==> config.mk <==
export PLATFORM = sky130hd
export DESIGN_NAME = mem_arbiter
export DESIGN_NICKNAME = d
export VERILOG_FILES = /design/src/rtl/mem_arbiter_pkg.sv /design/src/rtl/dff.sv /design/src/rtl/mem_arbiter_word_cnt3.sv /design/src/rtl/mem_arbiter.sv
export SDC_FILE = /design/constraint.sdc
export NUM_CORES = 1
export LEC_CHECK = 0
export CAP_MARGIN = 25
export CORE_ASPECT_RATIO = 1.75
export CORE_UTILIZATION = 41
export CTS_CLUSTER_DIAMETER = 30
export DETAILED_ROUTE_END_ITERATION = 8
export PLACE_DENSITY = 0.91
export SKIP_LAST_GASP = 1
export SLEW_MARGIN = 20
export SYNTH_ARGS = -nofsm -noshare
export SYNTH_HDL_FRONTEND = slang
export SYNTH_SLANG_ARGS = --single-unit
==> constraint.sdc <==
create_clock -name clk -period 3.65 [get_ports clk]
set_input_delay 0.5475 -clock clk [delete_from_list [all_inputs] [get_ports clk]]
set_output_delay 0.5475 -clock clk [all_outputs]
set_load 0.05 [all_outputs]
==> src/rtl/mem_arbiter_pkg.sv <==
// mem_arbiter_pkg: shared state encoding and block geometry for the main-memory arbiter
package mem_arbiter_pkg;
    typedef enum logic [1:0] {
        IDLE   = 2'b00,
        FILL_I = 2'b01,
        FILL_D = 2'b10,
        WRITE  = 2'b11
    } state_t;
    localparam int BLOCK_WORDS = 8;
    localparam int BLK_OFF_W   = 4;
endpackage

==> src/rtl/dff.sv <==
// dff: team enable flop with synchronous active-high clear
module dff #(
    parameter int W = 1
) (
    input  logic         clk,
    input  logic         rst,
    input  logic         wen,
    input  logic [W-1:0] d,
    output logic [W-1:0] q
);
    // capture d when enabled; reset clears to zero
    always_ff @(posedge clk) q <= rst ? '0 : wen ? d : q;
endmodule

==> src/rtl/mem_arbiter_word_cnt3.sv <==
// word_cnt3: 3-bit word counter with synchronous clear and increment enable
module word_cnt3 (
    input  logic       clk,
    input  logic       rst,
    input  logic       clr,
    input  logic       inc,
    output logic [2:0] q
);
    logic [2:0] cnt_d;
    // clear wins over increment
    always_comb cnt_d = clr ? 3'd0 : q + 3'd1;
    dff #(.W(3)) u_cnt (.clk(clk), .rst(rst), .wen(clr | inc), .d(cnt_d), .q(q));
endmodule

==> src/rtl/mem_arbiter.sv <==
// mem_arbiter: shares one memory port between I fill, D fill and D write-through
module mem_arbiter
    import mem_arbiter_pkg::*;
#(
    parameter int ADDR_W = 16,
    parameter int DATA_W = 16
) (
    input  logic              clk,
    input  logic              rst,
    input  logic              i_miss,
    input  logic [ADDR_W-1:0] i_addr,
    input  logic              d_miss,
    input  logic              d_wr,
    input  logic [ADDR_W-1:0] d_addr,
    input  logic [DATA_W-1:0] d_wdata,
    output logic              mem_en,
    output logic              mem_wr,
    output logic [ADDR_W-1:0] mem_addr,
    output logic [DATA_W-1:0] mem_wdata,
    input  logic [DATA_W-1:0] mem_rdata,
    input  logic              mem_rvalid,
    output logic [DATA_W-1:0] fill_data,
    output logic [2:0]        fill_word,
    output logic              fill_i_we,
    output logic              fill_d_we,
    output logic              i_done,
    output logic              d_done,
    output logic              i_stall,
    output logic              d_stall
);
    logic [1:0]        state_q;
    state_t            state_d, st;
    logic [ADDR_W-2:0] addr_q, addr_d;
    logic [DATA_W-1:0] wdata_q;
    logic              issued_q, issued_d;
    logic [2:0]        icnt, rcnt;
    logic              d_req, grant, fill_i, fill_d, filling, writing, issuing, last_rx;
    logic              unused_ok;

    assign st        = state_t'(state_q);
    assign d_req     = d_miss | d_wr;
    assign grant     = (st == IDLE) && (d_req || i_miss);
    assign fill_i    = st == FILL_I;
    assign fill_d    = st == FILL_D;
    assign filling   = fill_i || fill_d;
    assign writing   = st == WRITE;
    assign issuing   = filling && !issued_q;
    assign last_rx   = filling && mem_rvalid && rcnt == 3'(BLOCK_WORDS - 1);
    assign unused_ok = ^{i_addr[0], d_addr[0]};

    // next state (D side first), grant latch source and the all-words-issued flag
    always_comb begin
        state_d  = (st == IDLE) ? (d_miss ? FILL_D : d_wr ? WRITE : i_miss ? FILL_I : IDLE)
                 : (writing || last_rx) ? IDLE : st;
        addr_d   = d_req ? d_addr[ADDR_W-1:1] : i_addr[ADDR_W-1:1];
        issued_d = last_rx ? 1'b0 : (issuing && icnt == 3'(BLOCK_WORDS - 1)) ? 1'b1 : issued_q;
    end

    dff #(.W(2))        u_state  (.clk(clk), .rst(rst), .wen(1'b1),  .d(state_d),  .q(state_q));
    dff #(.W(ADDR_W-1)) u_addr   (.clk(clk), .rst(rst), .wen(grant), .d(addr_d),   .q(addr_q));
    dff #(.W(DATA_W))   u_wdata  (.clk(clk), .rst(rst), .wen(grant), .d(d_wdata),  .q(wdata_q));
    dff #(.W(1))        u_issued (.clk(clk), .rst(rst), .wen(1'b1),  .d(issued_d), .q(issued_q));

    word_cnt3 u_icnt (.clk(clk), .rst(rst), .clr(last_rx), .inc(issuing),              .q(icnt));
    word_cnt3 u_rcnt (.clk(clk), .rst(rst), .clr(last_rx), .inc(filling && mem_rvalid), .q(rcnt));

    assign mem_en    = issuing || writing;
    assign mem_wr    = writing;
    assign mem_addr  = writing ? {addr_q, 1'b0}
                     : issuing ? {addr_q[ADDR_W-2:BLK_OFF_W-1], icnt, 1'b0} : '0;
    assign mem_wdata = writing ? wdata_q : '0;
    assign fill_data = mem_rdata;
    assign fill_word = rcnt;
    assign fill_i_we = fill_i && mem_rvalid;
    assign fill_d_we = fill_d && mem_rvalid;
    assign i_done    = fill_i && last_rx;
    assign d_done    = (fill_d && last_rx) || writing;
    assign i_stall   = i_miss & ~i_done;
    assign d_stall   = d_req & ~d_done;
endmodule

**Word level (Yosys, flattened, before mapping)**

Index checks and enable logic that the tools add are counted.

- Add/subtract/negate cells: 2
- Equality and inequality tests: 5
- Multiplexer cells: 11
- Bitwise logic cells: 7
- Reductions and logical operators: 18

Operator list:

| cell | count |
|---|---|
| $mux 16 | 3 |
| $mux 15 | 1 |
| $logic_and 1x1->1 | 9 |
| $mux 2 | 4 |
| $add 3x1->3 const B | 2 |
| $eq 3x3->1 const B | 2 |
| $mux 3 | 2 |
| $logic_or 1x1->1 | 5 |
| $eq 2x2->1 const B | 2 |
| $or 1x1->1 | 3 |
| $and 1x1->1 | 2 |
| $eq 2x1->1 const B | 1 |
| $logic_not 2->1 | 1 |
| $not 1->1 | 2 |
| $reduce_bool 2->1 | 1 |
| $reduce_or 2->1 | 1 |
| $logic_not 1->1 | 1 |
| $mux 1 | 1 |

- Bits in registers: 40
- Input port bits: 70
- Logic and storage cells: 49

**Logic depth before layout (Yosys ltp)**

- Depth in word-level cells: 8
- Depth in mapped cells: 8
- Gate-level depth less buffers: 5

**By module**

A second synthesis with hierarchy kept.

- Cell total of the unflattened synthesis: 243
- Area, all modules: 2,322.2 µm²

Modules (own cells, without submodules):

| module | instances | cells each | area an instance (µm²) | seq. area each (µm²) |
|---|---|---|---|---|
| mem_arbiter | 1 | 104 | 813.3 | 0.0 |
| dff (u_wdata) | 1 | 52 | 580.6 | 320.3 |
| dff (u_addr) | 1 | 48 | 541.8 | 300.3 |
| dff (u_icnt.u_cnt ...) | 2 | 9 | 101.3 | 60.1 |
| word_cnt3 | 2 | 6 | 41.3 | 0.0 |
| dff (u_state) | 1 | 6 | 67.6 | 40.0 |
| dff (u_issued) | 1 | 3 | 33.8 | 20.0 |

**Least setup slack after synthesis**

No wires, ideal clock.

- Path type: register -> output
- Start: reg u_state.q[0]
- End: out mem_addr[1]
- Data arrival time: 2,270 ps
- Required time: 3,102 ps
- Setup slack: 832 ps
- Stages on the path, launching flop included: 8
- Buffers on the path: 2
- Cells stage by stage: dfxtp_1 -> inv_1 -> ha_1 -> buf_2 -> nor2b_1 -> buf_2 -> nand2_1 -> o21ai_0

- Longest elaborated chain between the ends: 5
- Elaborated cells between the ends (all ways): 7

Ends and longest elaborated chain:

| item | RTL line | source |
|---|---|---|
| start, declared | dff.sv:9 | `output logic [W-1:0] q` |
| start signal, assigned | dff.sv:12 | `always_ff @(posedge clk) q <= rst ? '0 : wen ? d : q;` |
| $eq 2x1->1 / $eq 2x2->1 (equally long branches) | mem_arbiter.sv:43, mem_arbiter.sv:44 |  |
| $logic_or 1x1->1 | mem_arbiter.sv:45 | `assign filling = fill_i \|\| fill_d;` |
| $logic_and 1x1->1 | mem_arbiter.sv:47 | `assign issuing = filling && !issued_q;` |
| $mux 16 | mem_arbiter.sv:70 | `: issuing ? {addr_q[ADDR_W-2:BLK_OFF_W-1], icnt, 1'b0} : '0;` |
| $mux 16 (*) | mem_arbiter.sv:69 | `assign mem_addr = writing ? {addr_q, 1'b0}` |
| end, declared | mem_arbiter.sv:18 | `output logic [ADDR_W-1:0] mem_addr,` |

Mark *: on every way between the ends. The rest lies on a longest branch, timed or not.

**Worst setup path in the final report**

- Start: reg u_state.q[0]
- End: out mem_addr[7]

The elaborated chain is that of the path after synthesis.

==> flow_metrics.py <==
metrics = {
    "synthesis": {
        "ys_seq_area_frac": 0.358,
        "synth_top_family_by_area": "simple AND/OR/NAND/NOR gates",
        "ys_ff_latch": 40,
        "yosysTopAreaCellShare": 0.358,
        "synthTopCellsByArea": "dfxtp_1 36%, a311oi_2 10%, nand2_1 9.7%, buf_4 6.0%, and2_1 5.0%",
        "synth-simple-area-share": 0.237,
        "synthCells": 271,
        "yosysTopAreaCell": "dfxtp_1",
        "yosysUniqueCellTypes": 27,
        "syn_nets": 349,
        "synth_xor_area_frac": 0.00783,
        "synth.area.mux_share": 0.00895,
        "syn_avg_cell_area_um2": 8.25,
        "synthAdderAreaFrac": 0.0448,
        "synth_compound_area_frac": 0.219,
        "ys_warn_count": 0,
        "mappedNetlistArea_um2": 2240,
    },
    "place": {
        "io_buffer_count": 93,
        "dpl.hpwl_mm": 3.88,
        "gp_congestion": 0.747,
    },
    "die": {
        "initial_core_util": 0.425,
        "design.die.area_um2": 5760,
        "dieWidth_um": 57.8,
        "num_rows": 35,
        "pin_count": 129,
        "coreArea_um2": 5260,
        "die_y_um": 99.7,
    },
    "hold_path": {
        "hold_depth": 2,
        "hp-class": "flip-flop to flip-flop",
    },
    "clock_tree": {
        "cts_hold_buf": 0,
        "clk_latency_ps": 290,
        "cts_tree": "done",
        "root_buffer": "clkbuf_8",
        "cts_inserted_buffers": 5,
        "clkSinkCount": 40,
        "cts_max_path_buffers": 2,
        "htree_num_levels": 2,
        "postCtsSetupBuffers": 0,
        "cts_resized": 0,
        "clk_pin_slew_ps": 80,
    },
    "power": {
        "leakage_nw": 1.17,
        "ir_drop_mv": 0.239,
        "power-per-cell-area_nw_per_um2": 415,
    },
    "setup_path": {
        "path_cells": "inv_1, ha_1, nor2b_1, buf_4, nor2_1, buf_4, nor2b_1, clkdlybuf4s50_1",
        "max_stage_delay_ps": 820,
        "startpoint_type": "flip-flop",
        "worst-path-max-fanout": 13,
        "cp_data_required_time_ps": 3100,
        "end_kind": "output pin",
        "critPathArrivalTime_ps": 2750,
        "slowest_stage": "clkdlybuf4s50_1",
        "setup.worst_path.class": "flip-flop to output pin",
        "worstRegToRegCells": 5,
    },
    "routing": {
        "drc_errors": 10,
        "vias_per_cell": 5.13,
        "drt_iter0_markers": 50,
        "num_vias": 2026,
        "wl_per_cell_um": 13.5,
        "antenna_left": 0,
        "drtPass1Iterations": 6,
        "routed_wl_mm": 5.33,
    },
    "timing": {
        "tightest_slew_ps": 1010,
        "fin_skew_ps": 5.15,
        "timing.setup.tns_ps": 0,
        "relSlewSlack": 0.329,
        "drv_slew": 0,
        "finalHoldViolCount": 0,
        "fmax_mhz": 303,
        "rsz0062_at_grt": "false",
        "min_period_over_period": 0.903,
        "whs_ps": 451,
        "finalSetupViolations": 0,
        "post-route-min-period_ps": 3300,
    },
    "run": {
        "drv_cap": 0,
    },
    "cells_and_area": {
        "nets": 417,
        "multi_input_area_um2": 1160,
        "seq_area_um2": 801,
        "drive_above_1_share": 0.100,
        "n_fill_cell": 465,
        "antennaDiodeCount": 0,
        "area_growth_pct": 39.6,
    },
    "outcome": {
        "status": "complete, but fails checks",
        "violations": "design-rule violations",
    },
    "global_routing": {
        "grt_usage": 0.197,
        "grt_max_degree": 47,
        "gr-total-overflow": 0,
        "grt_pass1_wl_mm": 8.94,
        "antenna_found_initial": 0,
        "grt_pass1_vias": 2020,
    },
}
## layout by cell type (no fill, tap or decap), drive strengths merged
cell type      netlist  layout
a21oi               21      21
a311oi              16      16
a31o                 2       2
and2                18      18
and4                 1       1
buf                 31       6
bufinv               0       1
clkbuf               6       5
clkdlybuf4s50        0      92
clkinv               0       1
clkinvlp             0       1
conb                 1       1
dfxtp               40      40
ha                   8       8
inv                  4       4
mux2i                2       2
nand2               58      58
nand3                2       2
nor2                23      23
nor2b               14      14
o211ai               1       1
o21ai               19      19
o31a                 1       1
o31ai                1       1
xnor2                1       1
xor2                 1       1
## worst max-delay path, delay by kind of cell, from the launching register on
kind	cells	cell delay [ps]
flip-flops	1	380
AND/OR/NAND/NOR	3	380
adder cells (fa/ha/maj)	1	440
buffers and inverters	4	1250
## metal layers
layer | share of wire | up-vias | GRT usage | wire (µm)
met5 | 0 | - | 0 | 0
met4 | 0.030 | 0 | 0.101 | 158
met3 | 0.050 | 16 | 0.0338 | 265
met2 | 0.55 | 70 | 0.371 | 2930
met1 | 0.37 | 920 | 0.197 | 1980
li1 | - | 1020 | - | -
## flip-flops by register name, summed over array words and instances, names as in the netlist
signal,count
u_wdata.q,16
u_addr.q,15
u_icnt.u_cnt.q,3
u_rcnt.u_cnt.q,3
u_state.q,2
u_issued.q,1
## stage by stage
step | instances | utilization | total power [mW] | instance area, µm² | setup WS (ps)
finish | 395 | 0.594 | 1.29 | 3120 | 352
detailed placement | 387 | 0.573 | 0.948 | 3010 | 641
global placement | 387 | 0.573 | 0.934 | 3010 | 653
CTS | 395 | 0.594 | 1.31 | 3120 | 339
global route | 395 | 0.594 | 1.37 | 3120 | 126
floorplan | 271 | - | 0.864 | 2240 | 832
## cell type report
type,instances,share of cell area
timing repair buffer,98,0.309
tap,55,0.0220
clock buffer,5,0.0220
sequential,40,0.257
inverter,4,0.00481
clock inverter,3,0.0136
multi-input combinational,190,0.372
## cells in the mapped netlist (all sizes together)
library cell	number
nand2	58
dfxtp	40
buf	31
nor2	23
a21oi	21
o21ai	19
and2	18
a311oi	16
nor2b	14
ha	8
clkbuf	6
inv	4
a31o	2
mux2i	2
nand3	2
and4	1
conb	1
o211ai	1
o31a	1
o31ai	1
xnor2	1
xor2	1
## where the power goes
| group | total, mW | internal, mW | switching [mW] |
|---|---|---|---|
| Clock | 0.359 | 0.202 | 0.157 |
| Combinational | 0.423 | 0.174 | 0.249 |
| Sequential | 0.512 | 0.486 | 0.0262 |
| Total | 1.29 | 0.863 | 0.432 |
## kinds of logic after synthesis
logic type	Yosys count
AOI/OAI and AO/OA	61
xor gates and xnor gates	2
adders and majority gates	8
buffers and inverters	41
DFF	40
muxes	2
other	1
and+or+nand+nor	116
## worst paths after layout
check	slack [ps]	end	from
min	450	u_wdata.q[15]$_SDFFE_PP0P_	u_wdata.q[15]$_SDFFE_PP0P_
max reg2reg	1580	u_addr.q[10]$_SDFFE_PP0P_	u_state.q[0]$_SDFFE_PP0P_
min reg2reg	450	u_wdata.q[15]$_SDFFE_PP0P_	u_wdata.q[15]$_SDFFE_PP0P_
max	350	mem_addr[7]	u_state.q[0]$_SDFFE_PP0P_
No activity file was read; power rests on OpenSTA's default activity.
==> RTL edit: new RTL, same settings <==
Change the parameter `ADDR_W` from 16 to 15.
--- a/src/rtl/mem_arbiter.sv
+++ b/src/rtl/mem_arbiter.sv
@@ -2,7 +2,7 @@
 module mem_arbiter
     import mem_arbiter_pkg::*;
 #(
-    parameter int ADDR_W = 16,
+    parameter int ADDR_W = 15,
     parameter int DATA_W = 16
 ) (
     input  logic              clk,
Interface: changed (resized d_addr, i_addr and mem_addr); port bits go from 129 to 126. No check against the original RTL was run, so the function may have changed too.
==> RTL edit against the unedited design <==
- the flow still finishes with violations (DRC)
- register-to-register slack improved by 0.03 ns
- synthesized cell count is 2.2% lower
- wire length down 7.6%
- power fell by 8.1%
- synthesized area down 3.0%
- via count down 5.0%
- final area decreased by 3.0%
- critical path type unchanged
- worst setup slack worse by 0.0041 ns
- sequential cell count down 1
==> RTL edit: results (changes against the unedited design) <==
status finished with violations (unchanged); failing checks DRC (unchanged); GRT Total Usage 18.5% (was 19.7%); layout cells sized above 1 10.2% (was 10.0%); first-pass GRT wire length 8.34 mm (was 8.94 mm); Pleak 1.14 nW (was 1.17 nW); WL per Instance 12.7 microns (was 13.5 microns); CP Max Fanout 12 (was 13); routability cong. 0.873 (was 0.747); Regs by FF count u_wdata.q x16, u_addr.q x14 (was u_wdata.q x16, u_addr.q x15); Adder-Cell Fraction of Synth Area 4.62% (was 4.48%); # fillers 438 (was 465); I/O Buffers 90 (was 93); Distinct cells, synth 26 (was 27); cell area after layout 3030 sq um (was 3120 sq um); sequential area share after synthesis 36.0% (was 35.8%); fraction of synthesized cell area in xor and xnor cells 0.808% (was 0.783%); Total Nets Final 408 (was 417); DR vias 1924 (was 2026); DRC viols 20 (was 10); multiplexer share of the synthesized area 0.923% (was 0.895%); syn_nets 341 (was 349); ranking of synthesized cells by area dfxtp_1 (36%), nand2_1 (9.9%), a311oi_2 (9.7%), buf_4 (6.9%), and2_1 (5.2%) (was dfxtp_1 (36%), a311oi_2 (10%), nand2_1 (9.7%), buf_4 (6.0%), and2_1 (5.0%)); most frequent cells after synthesis nand2_1 (57), dfxtp_1 (39), a21oi_1 (21), nor2_1 (21), buf_4 (20) (was nand2_1 (58), dfxtp_1 (40), nor2_1 (22), a21oi_1 (21), o21ai_0 (19)); Fin Clk Skew 0.00555 ns (was 0.00515 ns); hold path start u_wdata.q[6]$_SDFFE_PP0P_ (was u_wdata.q[15]$_SDFFE_PP0P_); drt initial violations 63 (was 50); Worst slew margin 37.0% (was 32.9%); Compound-Gate Fraction of Synth Area 21.6% (was 21.9%)
==> RTL edit: changes by cell type after synthesis <==
| cell | unedited run | this run |
|---|---|---|
| o21ai_0 | 19 | 18 |
| clkbuf_1 | 6 | 8 |
| dfxtp_1 | 40 | 39 |
| nor2b_1 | 14 | 13 |
| a311oi_2 | 15 | 14 |
| buf_1 | 1 | 0 |
| nor2_1 | 22 | 21 |
| buf_4 | 18 | 20 |
| buf_6 | 6 | 4 |
| nor2_4 | 1 | 0 |
| nor2_2 | 0 | 1 |
| nand2_1 | 58 | 57 |
| buf_2 | 6 | 5 |
==> RTL edit: worst min-delay path: stages (launching register included) <==
cell and delay [ns]:
dfxtp_1 0.31, nand2_1 0.05, a21oi_1 0.05
==> RTL edit: path summary, 6_finish.rpt <==
kind | cells past startpoint | slack (ns) | to
max | 8 | 0.35 | mem_addr[8]
min | 2 | 0.45 | u_wdata.q[6]$_SDFFE_PP0P_
max reg2reg | 5 | 1.61 | u_addr.q[11]$_SDFFE_PP0P_
min reg2reg | 2 | 0.45 | u_wdata.q[6]$_SDFFE_PP0P_
==> RTL edit: layout make-up <==
cell class,count,share of cell area [%]
clock buffer,5,2.27
clock inverter,3,0.661
inverter,4,0.496
multi-input combinational,185,37.1
sequential,39,25.8
tap,54,2.23
timing repair buffer,97,31.5
==> RTL edit: through the flow <==
step                      instances  setup slack [ns]  total power [W]
after floorplan                 265             0.832         0.000838
after global placement          379             0.676         0.000906
after detailed placement        379             0.632         0.000920
after CTS                       387             0.309          0.00121
after global routing            387             0.178          0.00126
final                           387             0.348          0.00119
==> RTL edit: kinds of logic (layout without fill, tap and decap cells) <==
family / count (synthesis) / after routing
xor gates and xnor gates: 2 / 2
and+or+nand+nor: 113 / 113
muxes: 2 / 2
other: 1 / 1
DFF: 39 / 39
buffers and inverters: 41 / 109
adders and majority gates: 8 / 8
AOI/OAI and AO/OA: 59 / 59
==> RTL edit: layer usage <==
metal | up-vias | part of all wire, % | global-route usage [%]
met2 | 63 | 59 | 38.0
met1 | 861 | 35 | 17.4
li1 | 994 | - | -
met3 | 6 | 4.6 | 2.65
met4 | 0 | 1.6 | 6.57
met5 | - | 0 | 0
==> RTL edit: power by group through the flow <==
| stage | clock (W) | sequential, W | combinational (W) |
|---|---|---|---|
| floorplan | 0 | 0.000509 | 0.000329 |
| global placement | 0 | 0.000505 | 0.000401 |
| detailed placement | 0 | 0.000509 | 0.000411 |
| CTS | 0.000296 | 0.000499 | 0.000413 |
| global route | 0.000315 | 0.000505 | 0.000444 |
| finish | 0.000284 | 0.000498 | 0.000408 |
